File: src/rtl/mem_port_arbiter.sv
// Shares one MFA/MFC memory port between an instruction-fetch and a load/store requester.
// Serialises transactions, alternates owners under contention and aborts stalled RAM accesses.
module mem_port_arbiter #(
    parameter int ADDR_W  = 32,
    parameter int DATA_W  = 32,
    parameter int TIMEOUT = 255
) (
    input  logic              Clk,
    input  logic              Reset,
    input  logic              f_MFA,
    input  logic [ADDR_W-1:0] f_addr,
    output logic              f_MFC,
    output logic [DATA_W-1:0] f_rdata,
    input  logic              d_MFA,
    input  logic              d_READ_WRITE,
    input  logic              d_WORD_BYTE,
    input  logic [ADDR_W-1:0] d_addr,
    input  logic [DATA_W-1:0] d_wdata,
    output logic              d_MFC,
    output logic [DATA_W-1:0] d_rdata,
    output logic              mem_MFA,
    output logic              mem_READ_WRITE,
    output logic              mem_WORD_BYTE,
    output logic [ADDR_W-1:0] mem_addr,
    output logic [DATA_W-1:0] mem_wdata,
    input  logic              mem_MFC,
    input  logic [DATA_W-1:0] mem_rdata,
    output logic              owner,
    output logic              timeout_err
);
    typedef enum logic [1:0] {IDLE, BUSY, RELEASE, DRAIN} state_t;

    localparam logic [7:0] TMO = 8'(TIMEOUT);

    state_t            state_q, state_d;
    logic              mem_mfa_q, mem_mfa_d;
    logic              mem_rw_q, mem_rw_d;
    logic              mem_wb_q, mem_wb_d;
    logic [ADDR_W-1:0] mem_addr_q, mem_addr_d;
    logic [DATA_W-1:0] mem_wdata_q, mem_wdata_d;
    logic [DATA_W-1:0] f_rdata_q, f_rdata_d;
    logic [DATA_W-1:0] d_rdata_q, d_rdata_d;
    logic              f_mfc_q, f_mfc_d;
    logic              d_mfc_q, d_mfc_d;
    logic              owner_q, owner_d;
    logic              last_q, last_d;
    logic              terr_q, terr_d;
    logic [7:0]        cnt_q, cnt_d;
    logic              sel;

    always_ff @(posedge Clk) begin
        if (Reset) begin
            state_q     <= IDLE;
            mem_mfa_q   <= 1'b0;
            mem_rw_q    <= 1'b1;
            mem_wb_q    <= 1'b1;
            mem_addr_q  <= '0;
            mem_wdata_q <= '0;
            f_rdata_q   <= '0;
            d_rdata_q   <= '0;
            f_mfc_q     <= 1'b0;
            d_mfc_q     <= 1'b0;
            owner_q     <= 1'b0;
            last_q      <= 1'b1;
            terr_q      <= 1'b0;
            cnt_q       <= '0;
        end else begin
            state_q     <= state_d;
            mem_mfa_q   <= mem_mfa_d;
            mem_rw_q    <= mem_rw_d;
            mem_wb_q    <= mem_wb_d;
            mem_addr_q  <= mem_addr_d;
            mem_wdata_q <= mem_wdata_d;
            f_rdata_q   <= f_rdata_d;
            d_rdata_q   <= d_rdata_d;
            f_mfc_q     <= f_mfc_d;
            d_mfc_q     <= d_mfc_d;
            owner_q     <= owner_d;
            last_q      <= last_d;
            terr_q      <= terr_d;
            cnt_q       <= cnt_d;
        end
    end

    always_comb begin
        state_d     = state_q;
        mem_mfa_d   = mem_mfa_q;
        mem_rw_d    = mem_rw_q;
        mem_wb_d    = mem_wb_q;
        mem_addr_d  = mem_addr_q;
        mem_wdata_d = mem_wdata_q;
        f_rdata_d   = f_rdata_q;
        d_rdata_d   = d_rdata_q;
        f_mfc_d     = f_mfc_q;
        d_mfc_d     = d_mfc_q;
        owner_d     = owner_q;
        last_d      = last_q;
        terr_d      = terr_q;
        cnt_d       = cnt_q;
        // Tie goes to whoever was not served last; a lone request wins outright.
        sel         = (f_MFA && d_MFA) ? ~last_q : d_MFA;
        unique case (state_q)
            IDLE: begin
                if (f_MFA || d_MFA) begin
                    owner_d   = sel;
                    mem_mfa_d = 1'b1;
                    cnt_d     = '0;
                    state_d   = BUSY;
                    if (sel) begin
                        mem_rw_d    = d_READ_WRITE;
                        mem_wb_d    = d_WORD_BYTE;
                        mem_addr_d  = d_addr;
                        mem_wdata_d = d_wdata;
                    end else begin
                        mem_rw_d   = 1'b1;
                        mem_wb_d   = 1'b1;
                        mem_addr_d = f_addr;
                    end
                end
            end
            BUSY: begin
                // A completion on the same edge the counter expires still wins.
                if (mem_MFC) begin
                    if (owner_q) d_rdata_d = mem_rdata;
                    else         f_rdata_d = mem_rdata;
                    f_mfc_d   = ~owner_q;
                    d_mfc_d   = owner_q;
                    mem_mfa_d = 1'b0;
                    last_d    = owner_q;
                    state_d   = RELEASE;
                end else begin
                    cnt_d = cnt_q + 8'd1;
                    if (cnt_q + 8'd1 == TMO) begin
                        f_mfc_d   = ~owner_q;
                        d_mfc_d   = owner_q;
                        mem_mfa_d = 1'b0;
                        terr_d    = 1'b1;
                        state_d   = RELEASE;
                    end
                end
            end
            RELEASE: begin
                if (!(owner_q ? d_MFA : f_MFA) && !mem_MFC) begin
                    f_mfc_d = 1'b0;
                    d_mfc_d = 1'b0;
                    state_d = DRAIN;
                end
            end
            DRAIN:   state_d = IDLE;
            default: state_d = IDLE;
        endcase
    end

    assign f_MFC          = f_mfc_q;
    assign d_MFC          = d_mfc_q;
    assign f_rdata        = f_rdata_q;
    assign d_rdata        = d_rdata_q;
    assign mem_MFA        = mem_mfa_q;
    assign mem_READ_WRITE = mem_rw_q;
    assign mem_WORD_BYTE  = mem_wb_q;
    assign mem_addr       = mem_addr_q;
    assign mem_wdata      = mem_wdata_q;
    assign owner          = owner_q;
    assign timeout_err    = terr_q;
endmodule
File: config.mk
export PLATFORM = sky130hd
export DESIGN_NAME = mem_port_arbiter
export DESIGN_NICKNAME = d
export VERILOG_FILES = /design/src/rtl/mem_port_arbiter.sv
export SDC_FILE = /design/constraint.sdc
export NUM_CORES = 1
export LEC_CHECK = 0
export CAP_MARGIN = 20
export CORE_ASPECT_RATIO = 0.75
export CORE_UTILIZATION = 41
export CTS_CLUSTER_DIAMETER = 30
export DETAILED_ROUTE_END_ITERATION = 12
export GPL_ROUTABILITY_DRIVEN = 0
export PLACE_DENSITY = 0.81
export SLEW_MARGIN = 15
export SYNTH_ARGS = -nofsm -noshare
export SYNTH_HDL_FRONTEND = slang
export SYNTH_SLANG_ARGS = --single-unit
File: constraint.sdc
create_clock -name Clk -period 2.7 [get_ports Clk]
set_input_delay 0.54 -clock Clk [delete_from_list [all_inputs] [get_ports Clk]]
set_output_delay 0.54 -clock Clk [all_outputs]
set_load 0.1 [all_outputs]
==> summary.md <==
| Metric | Value |
|---|---|
| Die span in x | 138 um |
| H-tree depth reported by CTS | 4 |
| Highest net fanout along the worst path | 7 |
| Global-route wire length before repair | 25.6 mm |
| Slew at the pin closest to its max-slew limit | 510 ps |
| Row Count | 36 |
| Antenna-violating nets left | 0 |
| Cells after synthesis | 686 |
| Number of violations of the max-capacitance limit | 0 |
| Vias post-DR | 5515 |
| Critical Path RT | 3000 ps |
| Setup-violating endpoint count in the final report | 0 |
| Final sum of negative setup slack | 0 ps |
| Fin cells | 1123 |
| Number of register bits inferred by synthesis | 146 |
| CTS tree | yes |
| Minimum setup slack in the final design | 512 ps |
| Total Nets Final | 1080 |
| Total of fill cells in the finished design | 1148 |
| Post-route DRC violation count | 0 |
| HPWL Detailed | 11.4 mm |
| DR iter-0 viols | 204 |
| Placed Cells | 1091 |
| Sequential cell area in the final layout | 0.00292 mm^2 |
| Overflow left after global routing | 0 |
| Static leakage | 3.50 nW |
| Arrival time of the worst setup path | 2490 ps |
| Largest stage delay, worst path | 480 ps |
| Core Area | 0.0132 mm^2 |
| Ordered list of cells on the worst path | ha_1 -> nand3_1 -> nor3b_1 -> or4_4 -> a21oi_2 -> or4_1 -> o211a_1 |
| Avg WL per Cell | 14.4 um |
| Avg Inst Size Synth | 8.23 um^2 |
| Maximum clock rate | 0.457 GHz |
| Most used flip-flop cell after synthesis | sky130_fd_sc_hd__dfxtp_1 |
| Final count of hold timing violations | 0 |
| Via count of the first global-routing pass | 5042 |
| Area delta synth->final | 55.1% |
| Power per unit of standard cell area | 1070 mW/mm^2 |
| Final max-slew violation count | 0 |
| Number of buffers between clock root and the deepest sink | 2 |
| Routed via count divided by cell count | 4.91 |
| RSZ-0062 raised after global routing | false |
| Number of antenna repair diodes | 0 |
| Post-Route Hold Slack | 453 ps |
| I/O pins | 270 |
| Critical-path top delay cell | sky130_fd_sc_hd__or4_1 |
| Worst-path clk slew | 60 ps |
| Number of enable-type register cells in the synthesized netlist | 0 |
| # clock sinks | 146 |
| Cts bufs inserted | 17 |
| Initial antenna violation count | 0 |
| Area of the die | 0.0143 mm^2 |
| Path type of the worst min-delay path | flip-flop to flip-flop |
| Post-Place Worst Slack | 334 ps |
| Leading cell type in the layout, fill and taps excluded | sky130_fd_sc_hd__nand2_1 |
| Time the worst path needs with I/O delays and setup | 2190 ps |
| Cell area after technology mapping | 0.00565 mm^2 |
| Crit. End Element | flip-flop |
| Post-CTS resize count | 0 |
| Initial core utilization | 42.8% |
| Buffer type at the clock tree root | sky130_fd_sc_hd__clkbuf_16 |
| Detailed Route WL | 16.2 mm |
| Count of hold-fix buffers inserted at cts | 0 |
| Skew-Pair Late Insertion Delay | 420 ps |
| Worst slew margin relative to its limit | 66.0% |
| Type of the worst setup path | flip-flop to flip-flop |
| Most frequent cells in the layout | sky130_fd_sc_hd__nand2_1 (204), sky130_fd_sc_hd__buf_4 (148), sky130_fd_sc_hd__dfxtp_1 (146) |
| Iteration count of the initial detailed-routing pass | 4 |
| All-layer global routing usage | 22.7% |
| Area occupied by multi-input gates | 0.00253 mm^2 |
| Run status | finished, final reports clean |
| Die height | 104 um |
| Number of different library cells in the post-synthesis netlist | 41 |
| Share of flip-flops with an asynchronous set or reset | 0% |
| Sequential-to-total area share from yosys stat | 51.7% |
| Maximum number of pins on one net before global-route repair | 63 |
| Period utilization | 81.0% |
| CP Launch Type | flip-flop |
| Net Count, Synth | 827 |
| Setup fix buffers added after clock tree synthesis | 0 |
| Quantity of I/O buffers inserted on ports | 269 |
| Post-route clock skew | 13.8 ps |
| Number of warnings reported in the yosys synthesis log | 0 |
| Maximum vdd ir drop | 0.000698 V |
| Share of final-layout standard cells stronger than drive strength 1 | 20.3% |
==> critical path, delay by kind of cell, from the launching register on <==
| kind | cells | cell delay [ps] |
|---|---|---|
| AO/OA/AOI/OAI | 2 | 220 |
| adder cells (fa/ha/maj) | 1 | 340 |
| flip-flops | 1 | 440 |
| AND/OR/NAND/NOR | 4 | 1080 |
==> logic make-up after synthesis <==
family / Yosys count / share of synthesized area (%)
AO/OA/AOI/OAI: 166 / 17.0
XOR/XNOR: 1 / 0.155
AND/OR/NAND/NOR: 277 / 19.9
multiplexers: 34 / 6.05
flip-flops: 146 / 51.7
buffers and inverters: 56 / 3.85
adder cells (fa/ha/maj): 6 / 1.33
==> cells in the mapped netlist, types with 2 or more instances <==
cell	n	share of area, %
sky130_fd_sc_hd__a31oi_1	4	0.44
sky130_fd_sc_hd__nand3b_1	2	0.27
sky130_fd_sc_hd__clkbuf_1	38	2.5
sky130_fd_sc_hd__ha_1	6	1.3
sky130_fd_sc_hd__buf_2	5	0.44
sky130_fd_sc_hd__nor2_1	46	3.1
sky130_fd_sc_hd__nand2b_1	2	0.22
sky130_fd_sc_hd__nand3_1	5	0.44
sky130_fd_sc_hd__nor3b_1	3	0.40
sky130_fd_sc_hd__o22ai_1	2	0.22
sky130_fd_sc_hd__buf_1	5	0.33
sky130_fd_sc_hd__a21oi_1	108	9.6
sky130_fd_sc_hd__o21ai_0	9	0.80
sky130_fd_sc_hd__a211oi_1	35	4.7
sky130_fd_sc_hd__and2_1	2	0.22
sky130_fd_sc_hd__nand2_1	204	14
sky130_fd_sc_hd__dfxtp_1	146	52
sky130_fd_sc_hd__inv_1	7	0.47
sky130_fd_sc_hd__or4_1	3	0.40
sky130_fd_sc_hd__mux2i_1	33	5.8
==> report_power, final <==
group / switching [mW] / internal [mW] / total (mW) / leakage, nW
clock network: 1.02 / 1.32 / 2.35 / 0.292
logic: 3.29 / 1.02 / 4.32 / 2.01
registers: 0.186 / 2.50 / 2.68 / 1.19
==> per-stage QoR <==
step	total power, mW	area (um^2)	util (%)
2_1_floorplan	6.01	5650	-
3_3_place_gp	7.03	8170	61.9
3_5_place_dp	7.06	8170	61.9
4_1_cts	9.43	8760	66.4
5_1_grt	9.77	8760	66.4
6_report	9.35	8760	66.4
==> state kept, by name (all words and copies together) (netlist names) <==
signal / flops
f_MFC: 1
state_q: 2
d_MFC: 1
d_rdata: 32
f_rdata: 32
mem_wdata: 32
last_q: 1
timeout_err: 1
mem_WORD_BYTE: 1
cnt_q: 8
mem_addr: 32
mem_READ_WRITE: 1
owner: 1
mem_MFA: 1
==> worst paths after layout <==
path | startpoint | to | slack, ps | cells past startpoint
worst max register to register | cnt_q[0] | state_q[0] | 510 | 7
worst min-delay path | mem_wdata[27] | mem_wdata[27] | 450 | 2
worst max-delay path | cnt_q[0] | state_q[0] | 510 | 7
worst min register to register | mem_wdata[27] | mem_wdata[27] | 450 | 2
==> routing by layer <==
layer | vias up | part of all wire (%) | track usage, %
met5 | - | 0 | 0
met4 | 0 | 1.3 | 7.06
met3 | 17 | 7.4 | 7.64
met2 | 159 | 46 | 35.5
met1 | 2513 | 45 | 29.2
li1 | 2826 | - | -
==> cell type report <==
class	count	share of cell area [%]
clock buffers	18	4.90
clock inverters	14	1.87
inverters	7	0.300
multi-input cells	484	28.8
flip-flops and latches	146	33.3
well taps	171	2.44
repair buffers	283	28.3
No activity file was read; power rests on OpenSTA's default activity.
